File: src/rtl/fp_pkg.sv
// Shared single-precision constants and special-operand codes for the
// multiplier and adder back ends.
package fp_pkg;

    localparam int          FP_BIAS  = 127;
    localparam int          FP_EXP_W = 10;
    localparam logic [31:0] FP_QNAN  = 32'h7FC00000;

    typedef enum logic [1:0] {
        FP_NORM = 2'b00,
        FP_ZERO = 2'b01,
        FP_INF  = 2'b10,
        FP_NAN  = 2'b11
    } fp_special_e;

endpackage

File: src/rtl/fp_mul_round_pack_if.sv
// Valid/ready bundle between the multiplier core, the round/pack stage and
// the downstream consumer.
interface fp_mul_round_pack_if;

    logic                        in_valid;
    logic                        in_ready;
    logic                        in_sign;
    logic [fp_pkg::FP_EXP_W-1:0] in_exp;
    logic [47:0]                 in_prod;
    logic [1:0]                  in_special;
    logic                        out_valid;
    logic                        out_ready;
    logic [31:0]                 out_result;
    logic                        out_overflow;
    logic                        out_underflow;

    modport master (
        output in_valid, in_sign, in_exp, in_prod, in_special, out_ready,
        input  in_ready, out_valid, out_result, out_overflow, out_underflow
    );

    modport slave (
        input  in_valid, in_sign, in_exp, in_prod, in_special, out_ready,
        output in_ready, out_valid, out_result, out_overflow, out_underflow
    );

endinterface

File: src/rtl/fp_round_rne.sv
// Combinational normalize of a 48-bit significand product plus
// round-to-nearest-even to a 23-bit fraction.
module fp_round_rne
    import fp_pkg::*;
(
    input  logic [47:0]         prod_i,
    input  logic [FP_EXP_W-1:0] exp_i,
    output logic [22:0]         mant_o,
    output logic [FP_EXP_W-1:0] exp_o
);

    logic [22:0]         normMant;
    logic                guardBit;
    logic                stickyBit;
    logic [FP_EXP_W-1:0] normExp;
    logic                roundUp;
    logic [23:0]         roundSum;

    always_comb begin
        normMant  = prod_i[45:23];
        guardBit  = prod_i[22];
        stickyBit = |prod_i[21:0];
        normExp   = exp_i;
        if (prod_i[47]) begin
            normMant  = prod_i[46:24];
            guardBit  = prod_i[23];
            stickyBit = |prod_i[22:0];
            normExp   = exp_i + 10'd1;
        end
    end

    // A carry out of the 23-bit fraction leaves it all-zero, so only the exponent moves.
    assign roundUp  = guardBit & (stickyBit | normMant[0]);
    assign roundSum = {1'b0, normMant} + {23'd0, roundUp};
    assign mant_o   = roundSum[22:0];
    assign exp_o    = normExp + {9'd0, roundSum[23]};

endmodule

File: src/rtl/fp_mul_round_pack.sv
// Two-stage valid/ready back end of the multiplier: normalize/round into s1,
// then pack with overflow/underflow and special-operand override.
module fp_mul_round_pack
    import fp_pkg::*;
(
    input  logic                clk,
    input  logic                n_rst,
    fp_mul_round_pack_if.slave  bus
);

    logic                s1Valid_q;
    logic                s1Sign_q;
    fp_special_e         s1Special_q;
    logic [22:0]         s1Mant_q;
    logic [FP_EXP_W-1:0] s1Exp_q;

    logic                outValid_q;
    logic [31:0]         outResult_q, outResult_d;
    logic                outOverflow_q, outOverflow_d;
    logic                outUnderflow_q, outUnderflow_d;

    logic                s1Advance;
    logic                inAccept;
    logic [22:0]         rndMant;
    logic [FP_EXP_W-1:0] rndExp;

    fp_round_rne u_round (
        .prod_i (bus.in_prod),
        .exp_i  (bus.in_exp),
        .mant_o (rndMant),
        .exp_o  (rndExp)
    );

    assign s1Advance    = !outValid_q || bus.out_ready;
    assign bus.in_ready = !s1Valid_q || s1Advance;
    assign inAccept     = bus.in_valid && bus.in_ready;

    always_ff @(posedge clk or negedge n_rst) begin
        if (!n_rst) begin
            s1Valid_q   <= 1'b0;
            s1Sign_q    <= 1'b0;
            s1Special_q <= FP_NORM;
            s1Mant_q    <= '0;
            s1Exp_q     <= '0;
        end else begin
            if (bus.in_ready) s1Valid_q <= bus.in_valid;
            if (inAccept) begin
                s1Sign_q    <= bus.in_sign;
                s1Special_q <= fp_special_e'(bus.in_special);
                s1Mant_q    <= rndMant;
                s1Exp_q     <= rndExp;
            end
        end
    end

    // Exponent compares are signed so that negative sums land in underflow.
    always_comb begin
        outResult_d    = {s1Sign_q, s1Exp_q[7:0], s1Mant_q};
        outOverflow_d  = 1'b0;
        outUnderflow_d = 1'b0;
        case (s1Special_q)
            FP_ZERO: outResult_d = {s1Sign_q, 31'h0};
            FP_INF:  outResult_d = {s1Sign_q, 8'hFF, 23'h0};
            FP_NAN:  outResult_d = FP_QNAN;
            default: begin
                if ($signed(s1Exp_q) >= 10'sd255) begin
                    outResult_d   = {s1Sign_q, 8'hFF, 23'h0};
                    outOverflow_d = 1'b1;
                end else if ($signed(s1Exp_q) <= 10'sd0) begin
                    outResult_d    = {s1Sign_q, 31'h0};
                    outUnderflow_d = 1'b1;
                end
            end
        endcase
    end

    always_ff @(posedge clk or negedge n_rst) begin
        if (!n_rst) begin
            outValid_q     <= 1'b0;
            outResult_q    <= 32'h0;
            outOverflow_q  <= 1'b0;
            outUnderflow_q <= 1'b0;
        end else if (s1Advance) begin
            outValid_q <= s1Valid_q;
            if (s1Valid_q) begin
                outResult_q    <= outResult_d;
                outOverflow_q  <= outOverflow_d;
                outUnderflow_q <= outUnderflow_d;
            end
        end
    end

    assign bus.out_valid     = outValid_q;
    assign bus.out_result    = outResult_q;
    assign bus.out_overflow  = outOverflow_q;
    assign bus.out_underflow = outUnderflow_q;

endmodule

File: src/flat_wrapper.sv
// flat-port wrapper written by rule: the top's interface ports become plain ports
module fp_mul_round_pack_flat import fp_pkg::*;
  (clk, n_rst, bus_in_valid, bus_in_sign, bus_in_exp, bus_in_prod, bus_in_special, bus_out_ready, bus_in_ready, bus_out_valid, bus_out_result, bus_out_overflow, bus_out_underflow);
  fp_mul_round_pack_if bus_i ();
  input  logic clk;
  input  logic n_rst;
  input wire logic [$bits(bus_i.in_valid)-1:0] bus_in_valid;
  input wire logic [$bits(bus_i.in_sign)-1:0] bus_in_sign;
  input wire logic [$bits(bus_i.in_exp)-1:0] bus_in_exp;
  input wire logic [$bits(bus_i.in_prod)-1:0] bus_in_prod;
  input wire logic [$bits(bus_i.in_special)-1:0] bus_in_special;
  input wire logic [$bits(bus_i.out_ready)-1:0] bus_out_ready;
  output wire logic [$bits(bus_i.in_ready)-1:0] bus_in_ready;
  output wire logic [$bits(bus_i.out_valid)-1:0] bus_out_valid;
  output wire logic [$bits(bus_i.out_result)-1:0] bus_out_result;
  output wire logic [$bits(bus_i.out_overflow)-1:0] bus_out_overflow;
  output wire logic [$bits(bus_i.out_underflow)-1:0] bus_out_underflow;
  assign bus_i.in_valid = bus_in_valid;
  assign bus_i.in_sign = bus_in_sign;
  assign bus_i.in_exp = bus_in_exp;
  assign bus_i.in_prod = bus_in_prod;
  assign bus_i.in_special = bus_in_special;
  assign bus_i.out_ready = bus_out_ready;
  assign bus_in_ready = bus_i.in_ready;
  assign bus_out_valid = bus_i.out_valid;
  assign bus_out_result = bus_i.out_result;
  assign bus_out_overflow = bus_i.out_overflow;
  assign bus_out_underflow = bus_i.out_underflow;
  fp_mul_round_pack u_core (.clk(clk), .n_rst(n_rst), .bus(bus_i));
endmodule
File: config.mk
export PLATFORM = sky130hd
export DESIGN_NAME = fp_mul_round_pack_flat
export DESIGN_NICKNAME = d
export VERILOG_FILES = /design/src/rtl/fp_pkg.sv /design/src/rtl/fp_mul_round_pack_if.sv /design/src/rtl/fp_round_rne.sv /design/src/rtl/fp_mul_round_pack.sv /design/src/flat_wrapper.sv
export SDC_FILE = /design/constraint.sdc
export NUM_CORES = 1
export LEC_CHECK = 0
export CORE_UTILIZATION = 30
export DETAILED_ROUTE_END_ITERATION = 10
export GPL_TIMING_DRIVEN = 0
export HOLD_SLACK_MARGIN = 0.15
export PLACE_DENSITY_LB_ADDON = 0.15
export SYNTH_ARGS = -nofsm -noshare
export SYNTH_HDL_FRONTEND = slang
export SYNTH_HIERARCHICAL = 1
export SYNTH_SLANG_ARGS = --single-unit
File: constraint.sdc
create_clock -name clk -period 3.2 [get_ports clk]
set_input_delay 0.64 -clock clk [delete_from_list [all_inputs] [get_ports clk]]
set_output_delay 0.64 -clock clk [all_outputs]
set_load 0.02 [all_outputs]
## Yosys cells after proc, flatten, opt, wreduce, memory -nomap -nowiden

Index checks and enable logic that the tools add are counted.

| word-level totals | value |
|---|---|
| register bits | 72 |
| latch bits | 0 |
| bits in writable memories | 0 |
| memory bits (read-only) | 0 |
| word-level logic and storage cells | 40 |
| memories | 0 |

| cells by class | value |
|---|---|
| add/subtract/negate cells | 3 |
| $mul | 0 |
| divide/modulo/power cells | 0 |
| $lt $le $gt $ge | 2 |
| eq/ne operators | 3 |
| shift-type cells | 0 |
| multiplexer cells | 12 |
| bitwise logic cells | 2 |
| reduce and logical (&&, ||, !) cells | 9 |

Operators with widths:

| cell | number |
|---|---|
| $pmux W32 S3 | 1 |
| $mux W31 | 2 |
| $add A23 B1 Y24 | 1 |
| $mux W23 | 1 |
| $reduce_or A23 Y1 | 1 |
| $reduce_or A22 Y1 | 1 |
| $add A10 B1 Y10 | 1 |
| $add A10 B1 Y10 const B | 1 |
| $ge A10 B9 Y1 const B | 1 |
| $le A10 B1 Y1 const B | 1 |
| $mux W10 | 1 |
| $mux W1 | 7 |
| $eq A2 B2 Y1 const B | 2 |
| $reduce_or A3 Y1 | 1 |
| $eq A2 B1 Y1 const B | 1 |
| $logic_not A1 Y1 | 2 |
| $logic_or A1 B1 Y1 | 2 |
| $reduce_and A2 Y1 | 1 |
| $and A1 B1 Y1 | 1 |
| $logic_and A1 B1 Y1 | 1 |
| $or A1 B1 Y1 | 1 |

## Logic depth before layout (Yosys ltp)

| depth | value |
|---|---|
| depth in word-level cells | 6 |
| depth in mapped cells | 13 |
| gate-level depth less buffers | 11 |

## Cells and area by module

Netlist, hierarchy kept.

Modules (own cells, without submodules):

| module | instances | cells each | area each (µm²) | sequential area each (µm²) |
|---|---|---|---|---|
| fp_mul_round_pack | 1 | 241 | 2,846.5 | 1,801.7 |
| fp_round_rne | 1 | 210 | 1,602.8 | 0.0 |

## Worst setup path before layout

No wires, ideal clock.

| timing | value |
|---|---|
| path kind | input port to flip-flop |
| start | in bus_in_prod[47] |
| end | reg u_core.s1Mant_q[20] |
| setup time | 0.125 ns |
| data arrival time | 3.015 ns |
| data required time | 3.075 ns |
| slack | 0.061 ns |
| stages | 12 |
| cell sequence | buf_6 -> buf_6 -> buf_4 -> clkbuf_1 -> mux2_2 -> ha_1 -> nand2_1 -> nor4_4 -> and2_4 -> nand3_1 -> xor2_1 -> mux2_2 |

| between the ends | value |
|---|---|
| word-level cells in the longest chain between the ends | 4 |
| elaborated cells between the ends (all ways) | 6 |
| those cells by class | add/sub: 1; mux: 3; bitwise: 2 |

RTL lines:

| what | RTL line | RTL |
|---|---|---|
| start: declaration | flat_wrapper.sv:10 | `input wire logic [$bits(bus_i.in_prod)-1:0] bus_in_prod;` |
| $mux W1 or $mux W23 (tied branches) | fp_round_rne.sv:24 | `if (prod_i[47]) begin` |
| $or A1 B1 Y1 | fp_round_rne.sv:33 | `assign roundUp = guardBit & (stickyBit \| normMant[0]);` |
| $and A1 B1 Y1 | fp_round_rne.sv:33 |  |
| $add A23 B1 Y24 * | fp_round_rne.sv:34 | `assign roundSum = {1'b0, normMant} + {23'd0, roundUp};` |
| net u_core.rndMant[20] | fp_mul_round_pack.sv:24 | `logic [22:0] rndMant;` |
| end signal: assignment | fp_mul_round_pack.sv:50 | `s1Mant_q <= rndMant;` |
| end: declaration | fp_mul_round_pack.sv:14 | `logic [22:0] s1Mant_q;` |

The timed path passes the listed nets; every way through them passes the cells marked *.
A chain may end at the register's enable or synchronous reset.

## Worst setup path in the final report

| timing | value |
|---|---|
| start | in bus_in_prod[47] |
| end | reg u_core.s1Mant_q[22] |

Same word-level chain as after synthesis.

==> metrics.sh <==
HTREE_NUM_LEVELS=3
TRITONCTS='yes'
CRITICAL_PATH.SLOWEST_CELL='mux2_2'
COMB_POWER_SHARE=0.243
DRIVE_ABOVE_1_SHARE=0.1719
TIMING_HOLD_VIOLATIONS_FINAL=0
PORT-BUFFER-COUNT=97
SYNTH-WARNING-COUNT=6
GRT_PASS1_WL_MM=18.11
SEQUENTIAL_AREA_MM2=0.001802
DRT_FIRST_PASS_ITERS=4
TIMING.REG2REG.WORST_PATH_DEPTH=5
COUNT_OF_FLIP_FLOPS_WITH_A_BUILT_IN_ENABLE_AFTER_SYNTHESIS=0
SYNTH.LIB_CELLS_USED.DISTINCT=57
SETUP-VIOLATIONS-FINAL=0
CORE-AREA_MM2=0.01448
DESIGN.DIE.AREA_MM2=0.01532
SEQPWRFRAC=0.404
MUX_CONTRIBUTION_TO_SYNTHESIZED_AREA=0.1513
VDD_DROP_MAX_uV=233.0
GRT_PASS1_VIAS=3658
SW_FRAC_OF_TOTAL=0.2778
LAYOUT-AREA-OVERHEAD-VS-SYNTH_PCT=37.35
START_KIND='primary input'
PLACE.DETAILED.HPWL_MM=8.710
GP_ROUTABILITY_CONGESTION=0.8091
TIMING.FINAL.MAX_SLEW_VIOLATIONS=0
SWITCHING_POWER_mW=0.7770
DETAIL_ROUTE.WIRELENGTH_MM=11.32
SYNTH_AREA_PER_CELL_UM2=9.865
CLOCK_TREE.ROOT_CELL='clkbuf_16'
POST_SYNTH_XOR_AREA_FRACTION=0.07874
POWER.CLOCK.FRACTION=0.354
YS_DOMINANT_REG_CELL='dfrtp_1'
MAX_STAGE_DELAY_NS=0.37
FLOORPLAN.ROWS=44
TIGHTEST_SLEW_NS=0.8960
CP_DATA_ARRIVAL_TIME_NS=3.27
STATUS='finished clean'
ROUTE.ANTENNA.REMAINING_NETS=0
POSTSYNTHREGISTERBITS=72
RELSLEWSLACK=0.4027
CLK-INSERTION-DELAY-LATE_NS=0.32
GR-TOTAL-OVERFLOW=0
WORST_SLACK_NS=0.1384
FINAL_PERIOD_MINUS_WORST_SETUP_SLACK_NS=3.062
SYNTH_COMPOUND_GATE_AREA_SHARE=0.1063
CLOCK_SINK_COUNT=72
GLOBALROUTETOTALUTIL=0.1521
MIN_PATH_TYPE='in -> async'
VIAS_PER_CELL=4.960
FILLERS=1425
CLOCK_SLEW_AT_REPORTED_PATH_FFS_NS=0.05
INSTANCES_NO_FILL=754
TIMING.CRITICAL_PATH.TO='u_core/s1Mant_q[22]'
COMBINATIONAL_FAMILY_WITH_THE_MOST_AREA_AFTER_SYNTHESIS='simple AND/OR/NAND/NOR gates'
CLOCK-SKEW-FINAL_NS=0.006519
CRIT-REG2REG-CAPTURE='u_core/bus.out_result[3]'
SYNTHESIS.INSTANCES=451
SEQUENTIAL_FRACTION_OF_THE_SYNTHESIS_AREA=0.4049
STATIC_POWER_DUE_TO_LEAKAGE_nW=2.477
GRT_START_MAX_NET_PINS=73
CRITPATHKIND='in -> reg'
TIMING.FINAL.CRIT_SHARE=0.9568
POWER.DENSITY_CELL_AREA_mW_PER_MM2=457.7
END_KIND='flip-flop'
SYN-CELL-AREA_MM2=0.004449
DR.FIRST_ITER.DRC_COUNT=127
WORSTPATHMAXFANOUT=10
CTS_MAX_PATH_BUFFERS=2
GRT_ANTENNA_BEFORE_REPAIR=0
WORSTPATHCELLLIST='buf_6 -> buf_6 -> buf_4 -> clkbuf_2 -> mux2_2 -> ha_1 -> nand2_1 -> nor4_4 -> buf_4 -> and2_4 -> a311oi_1 -> a211oi_2 -> mux2_2'
SYNTH_SIMPLE_GATE_AREA_SHARE=0.2146
MAPPEDNETLISTNETS=520
NETS=634
START_UTIL=0.3073
DRC_ERRORS=0
AREA_OF_COMBINATIONAL_CELLS_WITH_MULTIPLE_INPUTS_MM2=0.002572
ACHIEVABLE-FREQUENCY_MHz=326.6
TIMING.RR.START='u_core/s1Exp_q[3]'
NUMCTSBUFFERS=9
REPORT.POWER.TOTAL_mW=2.797
DP.CELLS=732
FINALHOLDWORSTSLACK_NS=0.4268
DR_TOTAL_VIAS=3740
DIE_W_UM=123.8
IOS=101
PRECTSSETUPSLACK_NS=-0.8916
INTERNAL_POWER_mW=2.020
DIE_SPAN_IN_Y_UM=123.8
FIN_TNS_SETUP_NS=0
R2R_SLACK_NS=1.37
CRITPATHLAUNCH='bus_in_prod[47]'
SYNTH_FA_HA_AREA_FRAC=0.01125
WORSTPATHREQUIRED_NS=3.41
DRV.MAX_CAP_VIOLATION_COUNT=0
ASYNC_FLOP_SHARE=1.000
WL_PER_CELL_UM=15.01
NUM_ANTENNA_CELLS=0
worst min-delay path by stage:
stage	start	slack [ns]	depth (start not counted)	end
6_report	n_rst	0.43	1	u_core/bus.out_result[24]
5_1_grt	u_core/bus.out_result[8]	0.51	2	u_core/bus.out_result[8]
3_3_place_gp	u_core/bus.out_result[7]	0.47	2	u_core/bus.out_result[7]
2_1_floorplan	n_rst	0.34	0	u_core/bus.out_overflow
3_5_place_dp	u_core/bus.out_result[31]	0.47	2	u_core/bus.out_result[31]
4_1_cts	n_rst	0.48	1	u_core/s1Mant_q[2]
logic make-up after synthesis:
group           count (synthesis)
simple gates                  174
compound gates                 72
flops                          72
mux                            62
xor+xnor                       40
buf+inv                        27
fa+ha+maj                       4
critical path, delay by kind of cell:
kind	cells	cell delay, ns
buffers and inverters	5	0.96
multiplexers	2	0.63
AO/OA/AOI/OAI	2	0.41
AND/OR/NAND/NOR	3	0.37
adder cells (fa/ha/maj)	1	0.24
through the flow:
stage               instance area [µm²]  utilization
floorplan                          4449            -
global placement                   5650       0.3903
detailed placement                 5648       0.3901
CTS                                6022       0.4159
global route                       6111       0.4221
finish                             6111       0.4221
synthesized netlist by cell type, types with 2 or more instances:
cell type  instances  area (µm²)
o21ai_1            7       35.03
nor4_4             2       42.54
a31oi_1           12       75.07
nor3b_1            2       15.01
buf_2              6       30.03
nor4_1             5       31.28
nor2_1            26       97.59
nand2_1           67       251.5
nand4_1           16       100.1
xnor2_1           16       140.1
mux2i_1           22       220.2
nor2b_1            4       25.02
nand4b_1           4       35.03
o31ai_1            2       15.01
buf_6              4       45.04
nand3_1           11       55.05
o21ai_0           31       155.2
buf_4              2       15.01
mux2_2            39       439.2
inv_1              4       15.01
and2_1             9       56.30
nand3b_1           3       22.52
nor4b_2            2       30.03
and3b_1            2       17.52
a2111oi_4          2       55.05
a21oi_1            5       25.02
a311oi_1           2       17.52
ha_1               4       50.05
dfrtp_1           72        1802
nand2b_1           5       31.28
xor2_1            24       210.2
o211ai_1           3       22.52
nor3_1             3       15.01
clkbuf_1          10       37.54
state kept, by name, summed over array words and instances, names as in the netlist:
name                      count
u_core/bus.out_overflow       1
u_core/bus.out_result        32
u_core/bus.out_underflow      1
u_core/bus.out_valid          1
u_core/s1Exp_q               10
u_core/s1Mant_q              23
u_core/s1Sign_q               1
u_core/s1Special_q            2
u_core/s1Valid_q              1
cell usage in the layout (no fill, tap or decap), types with 5 or more instances in the layout:
cell,n
clkdlybuf4s50_1,76
dfrtp_1,72
nand2_1,66
mux2_2,39
o21ai_0,31
nor2_1,26
xor2_1,24
mux2i_1,21
dlymetal6s2s_1,17
nand4_1,16
xnor2_1,16
clkbuf_1,11
a31oi_1,11
clkbuf_16,9
buf_4,9
and2_1,9
nand3_1,8
o21ai_1,7
buf_6,5
nand2b_1,5
nor4_1,5
power by group through the flow:
stage / Combinational [mW] / Sequential (mW) / Clock [mW]
CTS: 0.685 / 1.13 / 1.02
finish: 0.679 / 1.13 / 0.989
global placement: 0.670 / 1.14 / 0
global route: 0.746 / 1.15 / 1.05
floorplan: 0.316 / 1.18 / 0
detailed placement: 0.679 / 1.15 / 0
final cells by class:
type | instances | share of cell area
buffer | 22 | 0.02252
multi-input combinational | 352 | 0.4210
inverter | 5 | 0.003071
timing repair buffer | 103 | 0.1718
tap | 184 | 0.03767
clock buffer | 13 | 0.04259
clock inverter | 3 | 0.006552
sequential | 72 | 0.2948
routing by layer:
layer | track usage | vias up | part of all wire
met5 | 0 | - | 0
met4 | 0.04142 | 0 | 0.011
met3 | 0.02610 | 11 | 0.040
met2 | 0.2458 | 85 | 0.47
met1 | 0.2083 | 1800 | 0.48
li1 | - | 1844 | -
repair_timing:
action	in CTS	in global routing
pin swaps	4	3
endpoints found under the setup margin	13	3
setup buffers	5	1
hold buffers	0	0
resized for setup	11	30
(Power assumes the default switching activity.)
